### src/rtl/rf_port_ctrl.sv
`default_nettype none
// ============================================================================
// Module   : rf_port_ctrl
// Brief    : Register-file write port / read port B arbiter between the core
//            pipeline and the debug module, with a post-reset clear sequence.
// Revision : 1.0 - initial release
// ============================================================================
module rf_port_ctrl #(
  parameter int XLEN = 32,
  parameter int AW   = 5
) (
  input  logic            clk,
  input  logic            rst,
  input  logic            core_halted_i,
  output logic            core_stall_o,
  output logic            init_done_o,
  input  logic            wb_we_i,
  input  logic [AW-1:0]   wb_rd_i,
  input  logic [XLEN-1:0] wb_data_i,
  input  logic [AW-1:0]   core_rs2_i,
  input  logic            dbg_valid_i,
  output logic            dbg_ready_o,
  input  logic            dbg_we_i,
  input  logic [AW-1:0]   dbg_addr_i,
  input  logic [XLEN-1:0] dbg_wdata_i,
  output logic            dbg_rvalid_o,
  output logic [XLEN-1:0] dbg_rdata_o,
  output logic            rf_we_o,
  output logic [AW-1:0]   rf_waddr_o,
  output logic [XLEN-1:0] rf_wdata_o,
  output logic [AW-1:0]   rf_raddr_b_o,
  input  logic [XLEN-1:0] rf_rdata_b_i
);

  typedef enum logic [1:0] {
    S_CLEAR   = 2'd0,
    S_IDLE    = 2'd1,
    S_DBG_RD  = 2'd2,
    S_DBG_RSP = 2'd3
  } state_t;

  localparam logic [AW-1:0] C_LAST_REG = '1;

  state_t          state_q, state_d;
  logic [AW-1:0]   clr_cnt_q, clr_cnt_d;
  logic            init_done_q, init_done_d;
  logic [AW-1:0]   rd_addr_q, rd_addr_d;
  logic [XLEN-1:0] dbg_rdata_q, dbg_rdata_d;
  logic            w_core_wr;

  assign w_core_wr = wb_we_i && (wb_rd_i != '0);

  always_ff @(posedge clk) begin
    if (rst) begin
      state_q     <= S_CLEAR;
      clr_cnt_q   <= AW'(1);
      init_done_q <= 1'b0;
      rd_addr_q   <= '0;
      dbg_rdata_q <= '0;
    end else begin
      state_q     <= state_d;
      clr_cnt_q   <= clr_cnt_d;
      init_done_q <= init_done_d;
      rd_addr_q   <= rd_addr_d;
      dbg_rdata_q <= dbg_rdata_d;
    end
  end

  always_comb begin
    state_d      = state_q;
    clr_cnt_d    = clr_cnt_q;
    init_done_d  = init_done_q;
    rd_addr_d    = rd_addr_q;
    dbg_rdata_d  = dbg_rdata_q;
    rf_we_o      = 1'b0;
    rf_waddr_o   = '0;
    rf_wdata_o   = '0;
    rf_raddr_b_o = core_rs2_i;
    dbg_ready_o  = 1'b0;

    // The core owns the write port in every state except the clear sequence.
    if (state_q != S_CLEAR && w_core_wr) begin
      rf_we_o    = 1'b1;
      rf_waddr_o = wb_rd_i;
      rf_wdata_o = wb_data_i;
    end

    case (state_q)
      S_CLEAR: begin
        rf_we_o    = 1'b1;
        rf_waddr_o = clr_cnt_q;
        rf_wdata_o = '0;
        clr_cnt_d  = clr_cnt_q + AW'(1);
        if (clr_cnt_q == C_LAST_REG) begin
          state_d     = S_IDLE;
          init_done_d = 1'b1;
        end
      end
      S_IDLE: begin
        dbg_ready_o = dbg_valid_i && core_halted_i && !w_core_wr;
        if (dbg_ready_o) begin
          if (dbg_we_i) begin
            if (dbg_addr_i != '0) begin
              rf_we_o    = 1'b1;
              rf_waddr_o = dbg_addr_i;
              rf_wdata_o = dbg_wdata_i;
            end
          end else begin
            rf_raddr_b_o = dbg_addr_i;
            rd_addr_d    = dbg_addr_i;
            state_d      = S_DBG_RD;
          end
        end
      end
      S_DBG_RD: begin
        // x0 is forced to zero here regardless of what the array returns.
        dbg_rdata_d = (rd_addr_q == '0) ? '0 : rf_rdata_b_i;
        state_d     = S_DBG_RSP;
      end
      S_DBG_RSP: begin
        state_d = S_IDLE;
      end
      default: begin
        state_d = S_CLEAR;
      end
    endcase
  end

  assign core_stall_o = ~init_done_q;
  assign init_done_o  = init_done_q;
  assign dbg_rvalid_o = (state_q == S_DBG_RSP);
  assign dbg_rdata_o  = dbg_rdata_q;

endmodule
`default_nettype wire

### config.mk
export PLATFORM = sky130hd
export DESIGN_NAME = rf_port_ctrl
export DESIGN_NICKNAME = d
export VERILOG_FILES = /design/src/rtl/rf_port_ctrl.sv
export SDC_FILE = /design/constraint.sdc
export NUM_CORES = 1
export LEC_CHECK = 0
export CORE_ASPECT_RATIO = 0.6
export CORE_MARGIN = 4
export CORE_UTILIZATION = 35
export DETAILED_ROUTE_END_ITERATION = 10
export GPL_TIMING_DRIVEN = 0
export PLACE_DENSITY_LB_ADDON = 0.1
export SYNTH_ARGS = -nofsm -noshare
export SYNTH_HDL_FRONTEND = slang
export SYNTH_SLANG_ARGS = --single-unit
### constraint.sdc
create_clock -name clk -period 4.7 [get_ports clk]
set_input_delay 0.47 -clock clk [delete_from_list [all_inputs] [get_ports clk]]
set_output_delay 0.47 -clock clk [all_outputs]
set_load 0.02 [all_outputs]
==> results of run 1 <==
==> worst max-delay path: stages <==
cell             delay [ps]
clkdlybuf4s50_1         480
nor4b_2                 420
a21oi_4                 170
nor2_4                  300
buf_6                   190
a22o_1                  130
clkdlybuf4s50_1         630
==> power breakdown <==
| part | total [mW] | internal, mW | switching [mW] |
|---|---|---|---|
| Clock | 0.333 | 0.195 | 0.138 |
| Sequential | 0.423 | 0.401 | 0.0218 |
| Combinational | 0.571 | 0.306 | 0.265 |
| Total | 1.33 | 0.902 | 0.425 |
==> state kept, by name, summed over array words and instances (netlist names) <==
| signal | cells |
|---|---|
| state_q | 2 |
| rd_addr_q | 5 |
| dbg_rdata_o | 32 |
| init_done_o | 1 |
| clr_cnt_q | 5 |
==> stage by stage <==
step                      instances  instance area [sq um]  total power, mW  setup WS (ps)
after floorplan                 282                   2420            0.724           2590
after global placement          563                   4470            0.990           1510
after detailed placement        563                   4470             1.00           1460
after CTS                       571                   4620             1.34           1450
after global routing            571                   4620             1.39           1310
final                           571                   4620             1.33           1430
==> cell families after synthesis <==
| kind of cell | Yosys count |
|---|---|
| and+or+nand+nor | 99 |
| DFF | 45 |
| AOI/OAI and AO/OA | 94 |
| xor gates and xnor gates | 3 |
| muxes | 2 |
| buffers and inverters | 32 |
| adders and majority gates | 7 |
==> area by class of cell <==
type                            instances  area share [%]
Buffer                                 19            3.04
Clock buffer                            5            2.71
Clock inverter                          3           0.380
Inverter                               13            1.06
Multi-Input combinational cell        205            28.9
Sequential cell                        45            19.5
Tap cell                               87            2.36
Timing Repair Buffer                  194            42.1
==> layout by cell type (no fill, tap or decap), drive strengths merged <==
master and n:
clkdlybuf4s50 194, dfxtp 45, a21oi 41, nor2 40
a22o 32, nor2b 32, clkbuf 14, inv 13
o21ai 11, buf 10, nand3 7, ha 7
and3 5, a221o 4, nand2 3, or4 3
nand2b 2, mux2i 2, xor2 2, clkinv 2
nor3 1, nor4b 1, and4bb 1, and4b 1
o221ai 1, o211ai 1, o21a 1, nor4 1
nor4bb 1, a211o 1, a21o 1, nand4 1
xnor2 1, a311oi 1, clkinvlp 1
==> worst max-delay path by stage <==
stage,to,slack (ps),from,depth (start not counted)
CTS,rf_wdata_o[28],1450,wb_rd_i[4],7
finish,rf_wdata_o[28],1430,wb_rd_i[4],7
global route,rf_wdata_o[11],1310,wb_rd_i[4],7
detailed placement,rf_wdata_o[28],1460,wb_rd_i[4],7
global placement,rf_wdata_o[24],1510,wb_rd_i[4],7
floorplan,rf_wdata_o[0],2590,wb_rd_i[2],5
==> layer usage <==
layer  track usage (%)  wire [microns]  vias up
li1                  -               -     1404
met1              25.5            3660     1311
met2              37.2            4470      105
met3              7.92             837       12
met4              4.56             126        0
met5                 0               0        -
==> results.ini, run 1 <==
[logic_synthesis]
synth-edff-count = 0
synth-compound-area-share_pct = 26.9
synth_common_cells = 45 x dfxtp_1, 40 x a21oi_1, 38 x nor2_1
postSynthCellCount = 282
yosys.area_share.simple_pct = 22.6
ys_ff_latch = 45
ys_seq_area_share_pct = 37.2
syn_area_per_cell_sq_um = 8.59
ys_types = 40
synthArstFlopShare_pct = 0
synth.area.top_cells = dfxtp_1 37%, a22o_1 12%, a21oi_1 8.3%
synth_top_area_share_pct = 37.2
synthAdderAreaFrac_pct = 3.62
synth_xor_area_share_pct = 1.08
yosysMostFrequentCell = dfxtp_1
synthFlopType = dfxtp_1
synth_nets = 406
yosysTopAreaCell = dfxtp_1
yosys_warnings = 0
synth_mux_area_share_pct = 0.826
synth_top_family_by_area = compound AO/OA/AOI/OAI gates
syn-cell-area_sq_um = 2420

[hold_path]
holdPathEnd = rd_addr_q[2]$_SDFFE_PP0P_
hold_class = reg2reg
hp-start = rd_addr_q[2]$_SDFFE_PP0P_
min_path_cells = 2

[clock_network]
cts_setup_buffers = 0
clock-sinks = 45
htree_levels = 2
cts_tree = yes
cts_hold_buf = 0
cts_buffers = 5
path_clk_slew_ps = 60
clk_latency_ps = 280
cts_root_buf = clkbuf_16
cts_buffer_depth = 2
post_cts_resized = 0

[sta]
fin_crit_ps = 3270
grt_setup_unrepaired = no
tightest_slew_ps = 520
relSlewSlack_pct = 65.2
hold_viol = 0
finalCritPeriodShare_pct = 69.6
skew_ps = 4.78
setup_viol = 0
final.setup.tns_ps = 0
fmax_mhz = 306
fin_hold_ws_ps = 478
slew_viol_final = 0

[outcome]
status = completed

[grt]
grt_use_total_pct = 21.4
antenna_found_initial = 0
grt.overflow.total = 0
grt_pass1_vias = 2899
grt_max_degree = 15
grt_pass1_wl_microns = 14300

[floorplan]
die_area_sq_um = 8360
die_h_microns = 72.4
die_w_microns = 115
core_sq_um = 6710
io_pins = 196
start_util_pct = 36.1
num_rows = 23

[place]
hpwl_microns = 7480
io_buffers = 194
place_congestion = 0.811

[routing]
drt_first_pass_iters = 4
drt-initial-drc-count = 104
via_per_inst = 4.96
ant_nets = 0
post_drt_wl_per_cell_microns = 15.9
routed_wirelength_microns = 9090
drt_drc_violations_left = 0
via_count = 2832

[critical_path]
worstSetupEndpointType = primary output
r2r-end = clr_cnt_q[2]$_SDFFE_PP0N_
arrival_ps = 2800
r2r-start = state_q[1]$_SDFFE_PP0P_
start_kind = input port
critical_path_class = in2out
reg2reg_slack_ps = 3010
reg2reg_depth = 6
cp_max_fo = 10
required_ps = 4230

[pwr]
irDropWorstVdd_mv = 0.178
p_per_area_nw_per_um2 = 288
power.leakage_nw = 1.83

[layout]
areaGrowthSynthToFinish_pct = 90.5
drive_gt1_share_pct = 5.58
antenna_cells = 0
n_fill_cell = 577
ff_latch_area_sq_um = 901
final_nets = 607
finalCoreUtilization_pct = 68.8
multi_input_area_sq_um = 1330

[run]
max_cap_viol_count = 0

(Power assumes the default switching activity.)
==> run 2, diff against run 1 <==
--- a/config.mk
+++ b/config.mk
@@ -7,7 +7,7 @@
 export LEC_CHECK = 0
 export CORE_ASPECT_RATIO = 0.6
 export CORE_MARGIN = 4
-export CORE_UTILIZATION = 35
+export CORE_UTILIZATION = 33
 export DETAILED_ROUTE_END_ITERATION = 10
 export GPL_TIMING_DRIVEN = 0
 export PLACE_DENSITY_LB_ADDON = 0.1
==> constraint.sdc (replaced) <==
create_clock -name clk -period 3.05 [get_ports clk]
set_input_delay 0.305 -clock clk [delete_from_list [all_inputs] [get_ports clk]]
set_output_delay 0.305 -clock clk [all_outputs]
set_load 0.02 [all_outputs]
==> run 2 against run 1 <==
Sequential cell count did not move. Non-clock buffer count increased by 2. First-iteration DRC count increased by 62%. Die area up 5.5%. Critical endpoint is now rf_waddr_o[2]. Critical path type unchanged. Sequential power increased by 54%. Largest cell class unchanged. Highest routed layer unchanged. Final cell count grew 0.35%.
==> results.ini, run 2 (synthesis results as in run 1) <==
[outcome]
status = completed

[critical_path]
cp_max_fo = 5  ; -5
reg2reg_slack_ps = 1370  ; -1640 ps
required_ps = 2740  ; -1490 ps
critical_path_class = in2out
r2r-start = state_q[1]$_SDFFE_PP0P_
arrival_ps = 2700  ; -100 ps
crit_start = dbg_addr_i[1]
start_kind = input port
worstSetupEndpointType = primary output

[layout]
instances_no_fill = 573  ; +0.35%
largest_register_ffs = 32  ; unchanged
drive_gt1_share_pct = 5.76  ; +0.18 points
n_fill_cell = 577  ; unchanged
final_common_cell = clkdlybuf4s50_1
final_nets = 610  ; +0.49%
areaGrowthSynthToFinish_pct = 91.8
finalCoreUtilization_pct = 67.3  ; -1.6 points
final_cell_mix = 194 x clkdlybuf4s50_1, 45 x dfxtp_1, 40 x a21oi_1, 38 x nor2_1
antenna_cells = 0  ; unchanged

[sta]
fmax_mhz = 333
final.setup.tns_ps = 0  ; unchanged
skew_ps = 1.87  ; -2.91 ps
finalCritPeriodShare_pct = 98.5
fin_crit_ps = 3000
setup_viol = 0  ; unchanged
tightest_slew_ps = 485  ; -34.6 ps
hold_viol = 0  ; unchanged
fin_hold_ws_ps = 417  ; -61.6 ps
slew_viol_final = 0  ; unchanged
grt_setup_unrepaired = no
relSlewSlack_pct = 67.7  ; +2.5 points

[grt]
grt_pass1_vias = 2924  ; +0.86%
antenna_found_initial = 0  ; unchanged
grt.overflow.total = 0  ; unchanged
grt_max_degree = 13  ; -2
grt_use_total_pct = 20.1  ; -1.3 points
grt_pass1_wl_microns = 14400  ; +0.62%

[place]
hpwl_microns = 7090  ; -5.3%
io_buffers = 194  ; unchanged
place_congestion = 0.802  ; -1.1%
dp.cells = 563  ; unchanged

[clock_network]
cts_buffer_depth = 2  ; unchanged
htree_levels = 2  ; unchanged
cts_root_buf = clkbuf_16
path_clk_slew_ps = 60  ; about the same
cts_hold_buf = 0  ; unchanged
clock-sinks = 45  ; unchanged
cts_tree = yes
clk_latency_ps = 280  ; about the same
cts_buffers = 5  ; unchanged

[pwr]
finalPower_mw = 2.05  ; +55%
power.leakage_nw = 1.84  ; +0.93%
irDropWorstVdd_mv = 0.261  ; +46%
p_per_area_nw_per_um2 = 442  ; +54%

[routing]
drt_drc_violations_left = 0  ; unchanged
via_per_inst = 4.90  ; -1.1%
drt-initial-drc-count = 168  ; +62%
drt_first_pass_iters = 4  ; unchanged
ant_nets = 0  ; unchanged
routed_wirelength_microns = 8810  ; -3.1%
via_count = 2810  ; -0.78%
post_drt_wl_per_cell_microns = 15.4  ; -3.5%

[run]
max_cap_viol_count = 0  ; unchanged

[floorplan]
start_util_pct = 35.1  ; -1.1 points
num_rows = 23  ; unchanged
die_w_microns = 119  ; +2.8%
io_pins = 196  ; unchanged
die_area_sq_um = 8820  ; +5.5%
die_h_microns = 74.4  ; +2.7%
core_sq_um = 6910  ; +3.0%

[hold_path]
hp-start = rst
hold_class = in2reg

[run 2: changes by cell type in the layout (fill, tap and decap cells not counted)]
| cell | change |
|---|---|
| buf_4 | +2 |
| nor2_2 | +1 |
| nor4b_2 | -1 |
| clkinv_2 | -2 |
| nor4b_4 | +1 |
| clkinvlp_4 | -1 |
| clkbuf_8 | +1 |
| clkbuf_1 | +1 |
[run 2: worst max-delay path: stages]
cell and delay, ps:
clkdlybuf4s50_1 500, or4_4 590, o21ai_4 210, nor2_4 90, buf_4 150, a221o_1 280
clkdlybuf4s50_1 570
[run 2: area by class of cell]
cell class	instances	area (sq um)	area share (%)
plain buffers	19	140	3.02
inverters	13	48.8	1.05
repair buffers	196	1960	42.1
multi-input cells	206	1350	29.0
well taps	87	109	2.34
clock buffers	7	143	3.07
flip-flops and latches	45	901	19.4
[run 2: report_power, final]
| group | internal (mW) | leakage [nW] | switching [mW] |
|---|---|---|---|
| clock network | 0.321 | 0.0700 | 0.199 |
| registers | 0.619 | 0.363 | 0.0349 |
| logic | 0.475 | 1.41 | 0.405 |
| total | 1.41 | 1.84 | 0.640 |
[run 2: path summary, 6_finish.rpt]
path	endpoint	cells past startpoint
worst min-delay path	rd_addr_q[0]$_SDFFE_PP0P_	2
worst max-delay path	rf_waddr_o[2]	7
worst min register to register	rd_addr_q[2]$_SDFFE_PP0P_	2
worst max register to register	rd_addr_q[0]$_SDFFE_PP0P_	7
[run 2: through the flow]
| step | cell area, sq um | setup slack [ps] |
|---|---|---|
| after floorplan | 2420 | 1150 |
| after global placement | 4470 | 180 |
| after detailed placement | 4470 | 170 |
| after CTS | 4620 | 77.6 |
| after global routing | 4650 | 9.43 |
| final | 4650 | 46.6 |
[run 2: timing repair]
action / in CTS / in global routing
setup endpoints to repair: 0 / 31
setup buffers: 0 / 2
endpoints found under the hold margin: 0 / 0
gates resized for setup: 0 / 1
[run 2: layer usage]
layer	global-route usage, %	share of wire [%]	vias up
li1	-	-	1406
met1	24.4	43	1299
met4	3.47	0.73	0
met5	0	0	-
met2	35.3	48	96
met3	7.37	7.8	9
==> run 3, diff against run 2 <==
==> constraint.sdc (replaced) <==
create_clock -name clk -period 3.05 [get_ports clk]
set_input_delay 0.61 -clock clk [delete_from_list [all_inputs] [get_ports clk]]
set_output_delay 0.61 -clock clk [all_outputs]
set_load 0.02 [all_outputs]
==> run 3 against run 2 <==
Utilization fell by 1.9 points. Clock skew rose by 0.98 ps. Cell area fell by 2.9%. Final cell count did not move. Largest cell class unchanged.
==> results.ini, run 3 (synthesis results as in run 1) <==
[floorplan]
start_util_pct = 35.1  ; unchanged
core_sq_um = 6910  ; unchanged
die_area_sq_um = 8820  ; unchanged
die_w_microns = 119  ; unchanged
io_pins = 196  ; unchanged
die_h_microns = 74.4  ; unchanged
num_rows = 23  ; unchanged

[sta]
hold_viol = 0  ; unchanged
final.setup.tns_ps = 0  ; unchanged
slew_viol_final = 0  ; unchanged
fin_hold_ws_ps = 482  ; +65.2 ps
finalCritPeriodShare_pct = 98.3  ; -0.20 points
tightest_slew_ps = 544  ; +59.1 ps
fmax_mhz = 334  ; +0.21%
setup_viol = 0  ; unchanged
fin_crit_ps = 3000  ; -6.20 ps
relSlewSlack_pct = 63.7  ; -3.9 points
final.setup.worst_slack_ps = 52.8  ; +6.20 ps
grt_setup_unrepaired = no
skew_ps = 2.86  ; +0.983 ps

[routing]
routed_wirelength_microns = 8810  ; unchanged
via_count = 2819  ; +0.32%
drt_drc_violations_left = 0  ; unchanged
ant_nets = 0  ; unchanged
drt-initial-drc-count = 150  ; -11%
post_drt_wl_per_cell_microns = 15.4  ; unchanged
drt_first_pass_iters = 4  ; unchanged
via_per_inst = 4.92  ; +0.32%

[grt]
grt.overflow.total = 0  ; unchanged
grt_max_degree = 13  ; unchanged
grt_pass1_vias = 2906  ; -0.62%
antenna_found_initial = 0  ; unchanged
grt_pass1_wl_microns = 14300  ; -0.67%
grt_use_total_pct = 20.0  ; -0.15 points

[layout]
n_fill_cell = 595  ; +3.1%
largest_register_ffs = 32  ; unchanged
final_nets = 610  ; unchanged
final_cell_mix = 143 x clkdlybuf4s50_1, 45 x dfxtp_1, 40 x a21oi_1, 38 x nor2_1
antenna_cells = 0  ; unchanged
instances_no_fill = 573  ; unchanged
finalCoreUtilization_pct = 65.3  ; -1.9 points
design_area_sq_um = 4510  ; -2.9%
drive_gt1_share_pct = 13.0  ; +7.2 points
areaGrowthSynthToFinish_pct = 86.3
final_common_cell = clkdlybuf4s50_1

[clock_network]
cts_root_buf = clkbuf_16
clock-sinks = 45  ; unchanged
cts_tree = yes
clk_latency_ps = 280  ; about the same
htree_levels = 2  ; unchanged
cts_buffers = 5  ; unchanged
path_clk_slew_ps = 50  ; about the same
cts_buffer_depth = 2  ; unchanged

[place]
io_buffers = 194  ; unchanged
place_congestion = 0.802  ; unchanged
dp.cells = 563  ; unchanged
hpwl_microns = 7090  ; unchanged
pre_cts_ws_ps = -440  ; -610 ps
placed_area_sq_um = 4470  ; unchanged

[pwr]
power.leakage_nw = 1.97  ; +6.9%
p_per_area_nw_per_um2 = 439  ; -0.64%
seq_power_share_pct = 32.9  ; +1.1 points
p_int_mw = 1.34  ; -5.0%
p_clk_share_pct = 26.2  ; +0.9 points
p_sw_share_pct = 32.2  ; +1.1 points
irDropWorstVdd_mv = 0.261  ; about the same
power_switching_mw = 0.639  ; -0.18%
p_comb_share_pct = 40.9  ; -1.9 points
finalPower_mw = 1.98  ; -3.5%

[critical_path]
cp_max_fo = 5  ; unchanged
start_kind = input port
arrival_ps = 2390  ; -310 ps
crit_start = wb_rd_i[2]
critical_path_class = in2out
r2r-start = rd_addr_q[1]$_SDFFE_PP0P_
worstSetupEndpointType = primary output
required_ps = 2440  ; -300 ps

[hold_path]
hold_class = reg2reg
hp-start = rd_addr_q[0]$_SDFFE_PP0P_

[run]
max_cap_viol_count = 0  ; unchanged

[outcome]
status = completed

## run 3: area by class of cell
cell class	count	area, sq um	share of cell area, %
well taps	87	109	2.41
inverters	13	48.8	1.08
repair buffers	197	1810	40.2
flip-flops and latches	45	901	20.0
clock buffers	7	143	3.16
multi-input cells	205	1360	30.1
plain buffers	19	140	3.11
## run 3: per-layer routing
metal	track usage [%]	part of all wire, %	up-vias
met5	0	0	-
met4	3.72	0.86	0
met3	6.99	7.6	11
met2	35.2	48	96
met1	24.3	43	1307
li1	-	-	1405
## run 3: worst paths after layout
kind	end	slack, ps	cells after the start
worst max-delay path	rf_wdata_o[9]	50	6
worst min-delay path	rd_addr_q[0]$_SDFFE_PP0P_	480	2
worst max register to register	dbg_rdata_o[30]$_SDFFE_PP0N_	1410	5
worst min register to register	rd_addr_q[0]$_SDFFE_PP0P_	480	2
## run 3: what timing repair did
item                       CTS  global route
hold buffers                 0             0
pin swaps                    3             2
setup endpoints to repair   43            41
resized for setup          146             8
buffers inserted             3             0
cloned                       0             0
## run 3: power by group through the flow
| stage | Clock [mW] | Combinational (mW) | Sequential (mW) |
|---|---|---|---|
| after floorplan | 0 | 0.459 | 0.657 |
| after CTS | 0.534 | 0.810 | 0.652 |
| after detailed placement | 0 | 0.878 | 0.664 |
| final | 0.519 | 0.810 | 0.653 |
| after global routing | 0.559 | 0.875 | 0.656 |
| after global placement | 0 | 0.866 | 0.664 |
## run 3: worst max-delay path, cell delays in order
cell	delay (ps)
clkdlybuf4s50_1	450
or4_4	560
nor2_4	130
nor3_4	70
a22o_1	240
dlygate4sd2_1	320
